$ cat src/rtl/decode_stage_hz.sv
// Decode stage with internal register file, WB bypass, load-use hazard
// detection and a DE/EX pipeline register with saturating performance counters.

module control_unit #(
    parameter int ALU_OP_W = 3
) (
    input  logic [6:0]          opcode,
    input  logic [2:0]          funct3,
    input  logic [6:0]          funct7,
    output logic                has_imm,
    output logic                alu_alt,
    output logic                rf_we,
    output logic                mem_we,
    output logic                mem2rf,
    output logic                branch,
    output logic                check_eq,
    output logic [ALU_OP_W-1:0] alu_op
);

    localparam logic [6:0] OPC_LOAD   = 7'b0000011;
    localparam logic [6:0] OPC_OP_IMM = 7'b0010011;
    localparam logic [6:0] OPC_STORE  = 7'b0100011;
    localparam logic [6:0] OPC_OP     = 7'b0110011;
    localparam logic [6:0] OPC_BRANCH = 7'b1100011;

    // NOTE: every output gets a default before the case so no path can infer a latch.
    always_comb begin
        has_imm  = 1'b0;
        alu_alt  = 1'b0;
        rf_we    = 1'b0;
        mem_we   = 1'b0;
        mem2rf   = 1'b0;
        branch   = 1'b0;
        check_eq = 1'b0;
        alu_op   = '0;
        case (opcode)
            OPC_OP: begin
                rf_we   = 1'b1;
                alu_op  = ALU_OP_W'(funct3);
                alu_alt = (funct7 == 7'b0100000);
            end
            OPC_OP_IMM: begin
                rf_we   = 1'b1;
                has_imm = 1'b1;
                alu_op  = ALU_OP_W'(funct3);
                // Only the shift-right immediate form uses funct7 to pick arithmetic.
                alu_alt = (funct3 == 3'b101) && (funct7 == 7'b0100000);
            end
            OPC_LOAD: begin
                rf_we   = 1'b1;
                has_imm = 1'b1;
                mem2rf  = 1'b1;
            end
            OPC_STORE: begin
                has_imm = 1'b1;
                mem_we  = 1'b1;
            end
            OPC_BRANCH: begin
                branch   = 1'b1;
                alu_alt  = 1'b1;
                check_eq = (funct3 == 3'b000);
            end
            default: ;
        endcase
    end

endmodule

module decode_stage_hz #(
    parameter int PC_W     = 32,
    parameter int INSTR_W  = 32,
    parameter int ADDR_W   = 5,
    parameter int DATA_W   = 32,
    parameter int ALU_OP_W = 3,
    parameter int IMM_W    = 32,
    parameter int CNT_W    = 16
) (
    input  logic                clk,
    input  logic                reset,
    input  logic                fe_valid_i,
    input  logic [INSTR_W-1:0]  instr_i,
    input  logic [PC_W-1:0]     pc_plus1_i,
    output logic                fe_ready_o,
    input  logic                ex_ready_i,
    input  logic                flush_i,
    input  logic [ADDR_W-1:0]   rf_waddr_i,
    input  logic [DATA_W-1:0]   rf_wdata_i,
    input  logic                rf_we_i,
    output logic                ex_valid_o,
    output logic                has_imm_o,
    output logic                alu_alt_o,
    output logic                rf_we_o,
    output logic                mem_we_o,
    output logic                mem2rf_o,
    output logic                branch_o,
    output logic                check_eq_o,
    output logic [ALU_OP_W-1:0] alu_op_o,
    output logic [IMM_W-1:0]    imm32_o,
    output logic [DATA_W-1:0]   rf_data0_o,
    output logic [DATA_W-1:0]   rf_data1_o,
    output logic [ADDR_W-1:0]   rs0_o,
    output logic [ADDR_W-1:0]   rs1_o,
    output logic [ADDR_W-1:0]   rf_waddr_o,
    output logic [PC_W-1:0]     pc_plus1_o,
    output logic [CNT_W-1:0]    stall_cnt_o,
    output logic [CNT_W-1:0]    flush_cnt_o
);

    typedef enum logic [1:0] {
        ACT_FLUSH,
        ACT_HOLD,
        ACT_BUBBLE,
        ACT_LOAD
    } act_e;

    logic                dec_has_imm;
    logic                dec_alu_alt;
    logic                dec_rf_we;
    logic                dec_mem_we;
    logic                dec_mem2rf;
    logic                dec_branch;
    logic                dec_check_eq;
    logic [ALU_OP_W-1:0] dec_alu_op;
    logic [11:0]         imm12;
    logic [IMM_W-1:0]    dec_imm;
    logic [ADDR_W-1:0]   rs0_dec;
    logic [ADDR_W-1:0]   rs1_dec;
    logic [ADDR_W-1:0]   rd_dec;
    logic [DATA_W-1:0]   rd0_val;
    logic [DATA_W-1:0]   rd1_val;
    logic                wb_en;
    logic                advance;
    logic                hazard;
    act_e                act;

    logic [DATA_W-1:0]   regs [2**ADDR_W];

    control_unit #(
        .ALU_OP_W (ALU_OP_W)
    ) u_ctrl (
        .opcode   (instr_i[6:0]),
        .funct3   (instr_i[14:12]),
        .funct7   (instr_i[31:25]),
        .has_imm  (dec_has_imm),
        .alu_alt  (dec_alu_alt),
        .rf_we    (dec_rf_we),
        .mem_we   (dec_mem_we),
        .mem2rf   (dec_mem2rf),
        .branch   (dec_branch),
        .check_eq (dec_check_eq),
        .alu_op   (dec_alu_op)
    );

    assign rs0_dec = instr_i[15 +: ADDR_W];
    assign rs1_dec = instr_i[20 +: ADDR_W];
    assign rd_dec  = instr_i[7 +: ADDR_W];

    always_comb begin
        if (dec_mem_we) begin
            imm12 = {instr_i[31:25], instr_i[11:7]};
        end else if (dec_branch) begin
            imm12 = {instr_i[31], instr_i[31], instr_i[7], instr_i[30:25], instr_i[11:9]};
        end else begin
            imm12 = instr_i[31:20];
        end
    end

    assign dec_imm = {{(IMM_W-12){imm12[11]}}, imm12};

    // Register file; x0 is never written and always reads as zero.
    assign wb_en = rf_we_i && (rf_waddr_i != '0);

    // NOTE: the array has no reset branch; its contents survive reset, and
    // keeping it reset-free lets it map onto plain storage.
    always_ff @(posedge clk) begin
        if (wb_en) begin
            regs[rf_waddr_i] <= rf_wdata_i;
        end
    end

    assign rd0_val = (rs0_dec == '0)                  ? '0         :
                     (wb_en && rf_waddr_i == rs0_dec) ? rf_wdata_i : regs[rs0_dec];
    assign rd1_val = (rs1_dec == '0)                  ? '0         :
                     (wb_en && rf_waddr_i == rs1_dec) ? rf_wdata_i : regs[rs1_dec];

    // A load in DE/EX whose result is needed by the fetch instruction cannot
    // be forwarded in time, so the consumer waits one cycle behind a bubble.
    assign advance = ex_ready_i || !ex_valid_o;
    assign hazard  = fe_valid_i && ex_valid_o && mem2rf_o && (rf_waddr_o != '0) &&
                     ((rf_waddr_o == rs0_dec) ||
                      ((rf_waddr_o == rs1_dec) && (!dec_has_imm || dec_mem_we || dec_branch)));

    assign fe_ready_o = flush_i || (advance && !hazard);

    always_comb begin
        act = ACT_LOAD;
        if (flush_i) begin
            act = ACT_FLUSH;
        end else if (!advance) begin
            act = ACT_HOLD;
        end else if (hazard) begin
            act = ACT_BUBBLE;
        end
    end

    // NOTE: sequential state uses non-blocking assignments so every register
    // samples pre-edge values regardless of statement order.
    always_ff @(posedge clk or posedge reset) begin
        if (reset) begin
            ex_valid_o <= 1'b0;
            has_imm_o  <= 1'b0;
            alu_alt_o  <= 1'b0;
            rf_we_o    <= 1'b0;
            mem_we_o   <= 1'b0;
            mem2rf_o   <= 1'b0;
            branch_o   <= 1'b0;
            check_eq_o <= 1'b0;
            alu_op_o   <= '0;
            imm32_o    <= '0;
            rf_data0_o <= '0;
            rf_data1_o <= '0;
            rs0_o      <= '0;
            rs1_o      <= '0;
            rf_waddr_o <= '0;
            pc_plus1_o <= '0;
        end else begin
            case (act)
                ACT_FLUSH, ACT_BUBBLE: begin
                    ex_valid_o <= 1'b0;
                end
                ACT_HOLD: begin
                    // Operands of a stalled instruction keep tracking WB writes.
                    if (wb_en && rf_waddr_i == rs0_o) rf_data0_o <= rf_wdata_i;
                    if (wb_en && rf_waddr_i == rs1_o) rf_data1_o <= rf_wdata_i;
                end
                default: begin
                    ex_valid_o <= fe_valid_i;
                    has_imm_o  <= dec_has_imm;
                    alu_alt_o  <= dec_alu_alt;
                    rf_we_o    <= dec_rf_we;
                    mem_we_o   <= dec_mem_we;
                    mem2rf_o   <= dec_mem2rf;
                    branch_o   <= dec_branch;
                    check_eq_o <= dec_check_eq;
                    alu_op_o   <= dec_alu_op;
                    imm32_o    <= dec_imm;
                    rf_data0_o <= rd0_val;
                    rf_data1_o <= rd1_val;
                    rs0_o      <= rs0_dec;
                    rs1_o      <= rs1_dec;
                    rf_waddr_o <= rd_dec;
                    pc_plus1_o <= pc_plus1_i;
                end
            endcase
        end
    end

    always_ff @(posedge clk or posedge reset) begin
        if (reset) begin
            stall_cnt_o <= '0;
            flush_cnt_o <= '0;
        end else begin
            if (act == ACT_BUBBLE && stall_cnt_o != '1) begin
                stall_cnt_o <= stall_cnt_o + CNT_W'(1);
            end
            if (flush_i && (fe_valid_i || ex_valid_o) && flush_cnt_o != '1) begin
                flush_cnt_o <= flush_cnt_o + CNT_W'(1);
            end
        end
    end

endmodule

$ cat config.mk
export PLATFORM = sky130hd
export DESIGN_NAME = decode_stage_hz
export DESIGN_NICKNAME = d
export VERILOG_FILES = /design/src/rtl/decode_stage_hz.sv
export SDC_FILE = /design/constraint.sdc
export NUM_CORES = 2
export LEC_CHECK = 0
export BUFFER_PORTS_ARGS = -buffer_cell sky130_fd_sc_hd__buf_2
export CELL_PAD_IN_SITES_DETAIL_PLACEMENT = 0
export CELL_PAD_IN_SITES_GLOBAL_PLACEMENT = 2
export CORE_MARGIN = 1
export CORE_UTILIZATION = 30
export CTS_CLUSTER_SIZE = 28
export DETAILED_ROUTE_END_ITERATION = 7
export PLACE_DENSITY_LB_ADDON = 0.3
export RECOVER_POWER = 100
export SKIP_CTS_REPAIR_TIMING = 1
export SYNTH_ARGS = -nofsm -noshare
export SYNTH_HDL_FRONTEND = slang
export SYNTH_SLANG_ARGS = --single-unit
export TNS_END_PERCENT = 50
$ cat constraint.sdc
create_clock -name clk -period 6.3 [get_ports clk]
set_input_delay 1.26 -clock clk [delete_from_list [all_inputs] [get_ports clk]]
set_output_delay 1.26 -clock clk [all_outputs]
set_load 0.01 [all_outputs]
Yosys cells after proc, flatten, opt, wreduce, memory -nomap -nowiden

Memories as Yosys holds them, arrays and structs flattened.
Cells that the tools add are included.

Bits in registers: 166
Memory bits (writable): 1024
Input bits: 107
Output and inout bits: 187
Memories kept: 1

Add/sub/neg operators: 2
Equal/unequal tests: 19
Muxes and demuxes: 24
Bitwise operators: 1
Reduce and logical (&&, ||, !) cells: 37

Memories:

| name | depth | width | rd ports | clocked after Yosys merged registers in | write ports | RTL line | source |
|---|---|---|---|---|---|---|---|
| regs | 32    | 32    | 2        | 0                                       | 1           | 136      | `logic [DATA_W-1:0] regs [2**ADDR_W];` |

Operator list:

| kind                                          | number |
|---|---|
| two-way mux 32 bit                            | 6 |
| one-hot mux 32 bit (2 select lines)           | 2 |
| adder 16 x 1 -> 16 bit, second input constant | 2 |
| != test 16 bit, second input constant         | 2 |
| == test 5 bit                                 | 6 |
| two-way mux 11 bit                            | 2 |
| == test 7 x 6 -> 1 bit, second input constant | 3 |
| logical AND 1 bit                             | 15 |
| logical NOT 5 bit                             | 2 |
| nonzero test 5 bit                            | 2 |
| two-way mux 1 bit                             | 9 |
| OR reduction 3 bit                            | 3 |
| == test 7 x 2 -> 1 bit, second input constant | 1 |
| == test 7 x 5 -> 1 bit, second input constant | 1 |
| == test 7 bit, second input constant          | 1 |
| logical OR 1 bit                              | 6 |
| two-way mux 2 bit                             | 2 |
| != test 2 bit, second input constant          | 2 |
| AND reduction 2 bit                           | 2 |
| OR reduction 2 bit                            | 2 |
| == test 3 bit, second input constant          | 1 |
| logical NOT 1 bit                             | 3 |
| logical NOT 3 bit                             | 1 |
| two-way mux 3 bit                             | 1 |
| other kinds (6)                               | 6 |

Depth between registers and ports, before layout

Depth in word-level cells: 16
Gate-level depth with buffers: 11
Gate-level depth less buffers: 7

Modules after synthesis

Synthesis repeated with hierarchy kept, for this count alone.

Cells, all modules: 3096
Area total of the unflattened synthesis: 54506.0 µm²

By module, submodules not included:

| module          | times used | cells an instance | area each (µm²) | sequential area each (µm²) |
|---|---|---|---|---|
| decode_stage_hz | 1          | 3074              | 54339.6         | 34903.5 |
| control_unit    | 1          | 22                | 166.4           | 0.0 |

Worst setup path after synthesis

No wires, ideal clock.

Path type: input-to-reg
From: input rf_waddr_i[2]
To: memory regs[4][0] (enable)
Setup time: 421 ps
Arrival time: 3306 ps
Required time: 5879 ps
Slack: 2573 ps
Stages: 3
Path buffers: 1
Cells stage by stage: buf_2 > or3b_2 > nor2_1

Longest elaborated chain between the ends: 4

Ends and longest elaborated chain:

| item                                    | RTL line | source |
|---|---|---|
| start: declaration                      | 86       | `input logic [ADDR_W-1:0] rf_waddr_i,` |
| nonzero test 5 bit                      | 171      | `assign wb_en = rf_we_i && (rf_waddr_i != '0);` |
| logical AND 1 bit                       | 171      |  |
| two-way mux 1 bit                       | 176      | `if (wb_en) begin` |
| two-way mux 1 bit (not written as such) | 177      | `regs[rf_waddr_i] <= rf_wdata_i;` |
| end: declaration                        | 136      |  |

Several ways; a longest one is shown, not always the timed one.

Worst setup path after layout

From: input rf_waddr_i[1]
To: memory regs[29][18] (enable)

Same word-level chain as after synthesis.

==> key figures <==
Logic synthesis
  – FF+latch count, synth: 1190
  – Syn Std Cell Area: 55200 sq um
  – Register area share after synthesis: 63.3%
  – Synthesis warning total: 0
  – Cell variety after synth: 62
  – Post-synth EDFFs: 1024
  – Async set-or-reset flop fraction in the synthesized netlist: between 10% and 20%
  – Dominant synthesized flop cell: edfxtp_1
  – Cells after synthesis: between 3000 and 4000
  – Syn_area_per_cell: approximately 17 sq um

Worst setup path
  – Worst Setup End Kind: flip-flop
  – Reg2Reg Setup Slack: ~2.2 ns
  – Crit path capture: regs[29][18]
  – Req. time, crit path: 6.62 ns
  – Arr. time, crit path: 5.47 ns
  – R2R depth: 8
  – Critical path class: input pin to flip-flop
  – Setup crit start: rf_waddr_i[1]
  – Max FO, Critical Path: 21
  – R2r startpoint: rf_waddr_o[0]
  – Worst reg2reg endpoint: rf_data0_o[1]
  – Kind of start point of the critical path: input pin

Clock network
  – Clk_lat worst skew: 0.78 ns
  – Maximum clock path buffer count: 3
  – CTS tree: built
  – CTS root buf: clkbuf_16
  – Clk slew on worst S/H paths: 0.05 ns
  – TritonCTS buffer count: between 100 and 150
  – Num Clock Sinks: approximately 1200
  – H-tree depth: 4

Power and ir drop
  – Power Dens Cells: 301 nW/um^2
  – VDD IR max: slightly below 300 uV
  – P_leak: 0.0214 uW
  – Final Power: 19200 uW

Timing
  – Setup violators final: 0
  – Worst relative slew slack: -151%
  – Final Skew: 0.0296 ns
  – Final Hold Fails: 0
  – Final setup TNS: 0 ns
  – Slew Limit Fails: 1452
  – Peak Freq: 0.194 GHz
  – RSZ-0062 raised after global routing: no
  – Min Tclk post-route: 5.15 ns
  – Final period util: 81.8%
  – Worst Tran Pin Value: about 3.8 ns

Global routing
  – Largest net degree at the start of global routing: 94
  – Initial antenna violation count: 21
  – First-pass GRT wire length: roughly 290000 um
  – Vias in the first global route: around 34000
  – All-Layer GR Usage: 22.1%
  – GRT overflow: 0

Layout
  – Syn-to-layout area delta: 15.5%
  – Fin nets: 3675
  – Filler Cells Inserted: 17567
  – Most common cell after layout, fill and taps aside: edfxtp_1
  – Share of layout cells above drive strength 1: 23.0%
  – Most frequent cells in the layout: edfxtp_1 (1024), mux4_2 (386), nand2_1 (361)

Worst hold path
  – Worst hold path cell count: 2
  – HP Class: flip-flop to flip-flop

Placed design
  – Port Buf Inserts: slightly below 300
  – DP HPWL: 126000 um
  – Routability cong.: just over 0.8

Die
  – Die Y: roughly 430 um
  – Die area: 186000 sq um
  – FP Rows: 157
  – I/O pin total: 294
  – Die width: 431 um
  – Initial Util: 30.2%
  – Core footprint: between 150000 and 200000 sq um

Route
  – DRC: 0
  – 1st-iter DRT viols: 3368
  – Drt wl/cell: ~34 um
  – Vias: 34040
  – Post-route ant nets: 0
  – Drt pass-1 iters: 5
  – Vias per cell: between 5 and 6
  – Final wirelength: a little over 200000 um

Outcome
  – Violated checks: capacitance limit, slew limit
  – Status: complete, but fails checks

Job
  – Maxcap violations: 60
how the worst min path moves through the flow:
| stage | endpoint | from |
|---|---|---|
| finish | check_eq_o | check_eq_o |
| global placement | check_eq_o | check_eq_o |
| global route | pc_plus1_o[30] | pc_plus1_o[30] |
| CTS | check_eq_o | check_eq_o |
| detailed placement | check_eq_o | check_eq_o |
| floorplan | check_eq_o | check_eq_o |
sequential cells by signal (all words and copies together), names as in the netlist:
signal and count:
stall_cnt_o 16, mem2rf_o 1, rf_we_o 1, rs1_o 5, rs0_o 5, alu_alt_o 1
mem_we_o 1, rf_data0_o 32, pc_plus1_o 32, regs 1024, alu_op_o 3, has_imm_o 1
check_eq_o 1, rf_data1_o 32, ex_valid_o 1, rf_waddr_o 5, imm32_o 12, flush_cnt_o 16
branch_o 1
cell usage after synthesis, types with 18 or more instances:
cell type  instances  area, sq um
edfxtp_1        1024        30700
mux4_2           386         8690
nand2_1          364         1370
mux2i_1          242         2420
dfrtp_1          166         4150
clkbuf_1         130          488
a21oi_1           65          325
buf_2             64          320
o221ai_1          63          552
mux2_2            60          676
o21ai_0           60          300
mux2_4            59          886
a22o_1            58          508
nor2_1            54          203
a211oi_1          49          368
buf_4             47          353
o22ai_1           41          257
a221oi_1          37          324
a22oi_1           36          270
xnor2_1           31          272
xor2_1            29          254
nand3_1           20          100
o41ai_1           19          166
buf_1             18         67.6
per-stage QoR:
step | area (sq um) | hold slack, ns | utilization (%) | setup slack, ns | instances
floorplan | 55300 | 0.505 | - | 0.550 | 3285
global placement | 60000 | 0.447 | 32.8 | 1.54 | 5890
detailed placement | 60000 | 0.455 | 32.8 | 1.53 | 5890
CTS | 64500 | 0.467 | 35.3 | 1.96 | 6141
global route | 63700 | 0.489 | 34.8 | 1.05 | 6143
finish | 63700 | 0.464 | 34.8 | 1.15 | 6145
cell families after synthesis:
| group | count (synthesis) | synth area share (%) |
|---|---|---|
| AOI/OAI and AO/OA | 474 | 6.35 |
| xor gates and xnor gates | 60 | 0.952 |
| adders and majority gates | 2 | 0.0453 |
| buffers and inverters | 274 | 2.57 |
| DFF | 1190 | 63.3 |
| muxes | 747 | 23.0 |
| other | 1 | 0.00680 |
| and+or+nand+nor | 506 | 3.84 |
per-layer routing:
| layer | track usage (%) | wire length, um | share of wire [%] |
|---|---|---|---|
| met5 | 0 | 79 | 0.038 |
| met3 | 4.17 | 13800 | 6.7 |
| met1 | 29.1 | 86400 | 42 |
| met4 | 8.36 | 8100 | 3.9 |
| met2 | 36.2 | 99000 | 48 |
worst max-delay path, stage by stage:
cell	delay, ns
clkbuf_1	0.25
nand3b_1	0.51
nor2_1	1.37
clkbuf_1	2.00
cell type report:
cell class	count	area [sq um]	area share (%)
tap	2464	3080	4.84
antenna	4	10.0	0.0157
sequential	1190	34900	54.8
clock inverter	71	751	1.18
clock buffer	180	3790	5.94
inverter	4	22.5	0.0354
multi-input combinational	1821	18900	29.6
timing repair buffer	411	2270	3.56
power breakdown:
| group | internal [uW] | switching (uW) | total [uW] | leakage (uW) |
|---|---|---|---|---|
| sequential | 8820 | 307 | 9130 | 0.0113 |
| clock | 4810 | 3300 | 8120 | 0.00222 |
| combinational | 696 | 1210 | 1910 | 0.00788 |
| total | 14300 | 4820 | 19200 | 0.0214 |
No activity file was read; power rests on OpenSTA's default activity.
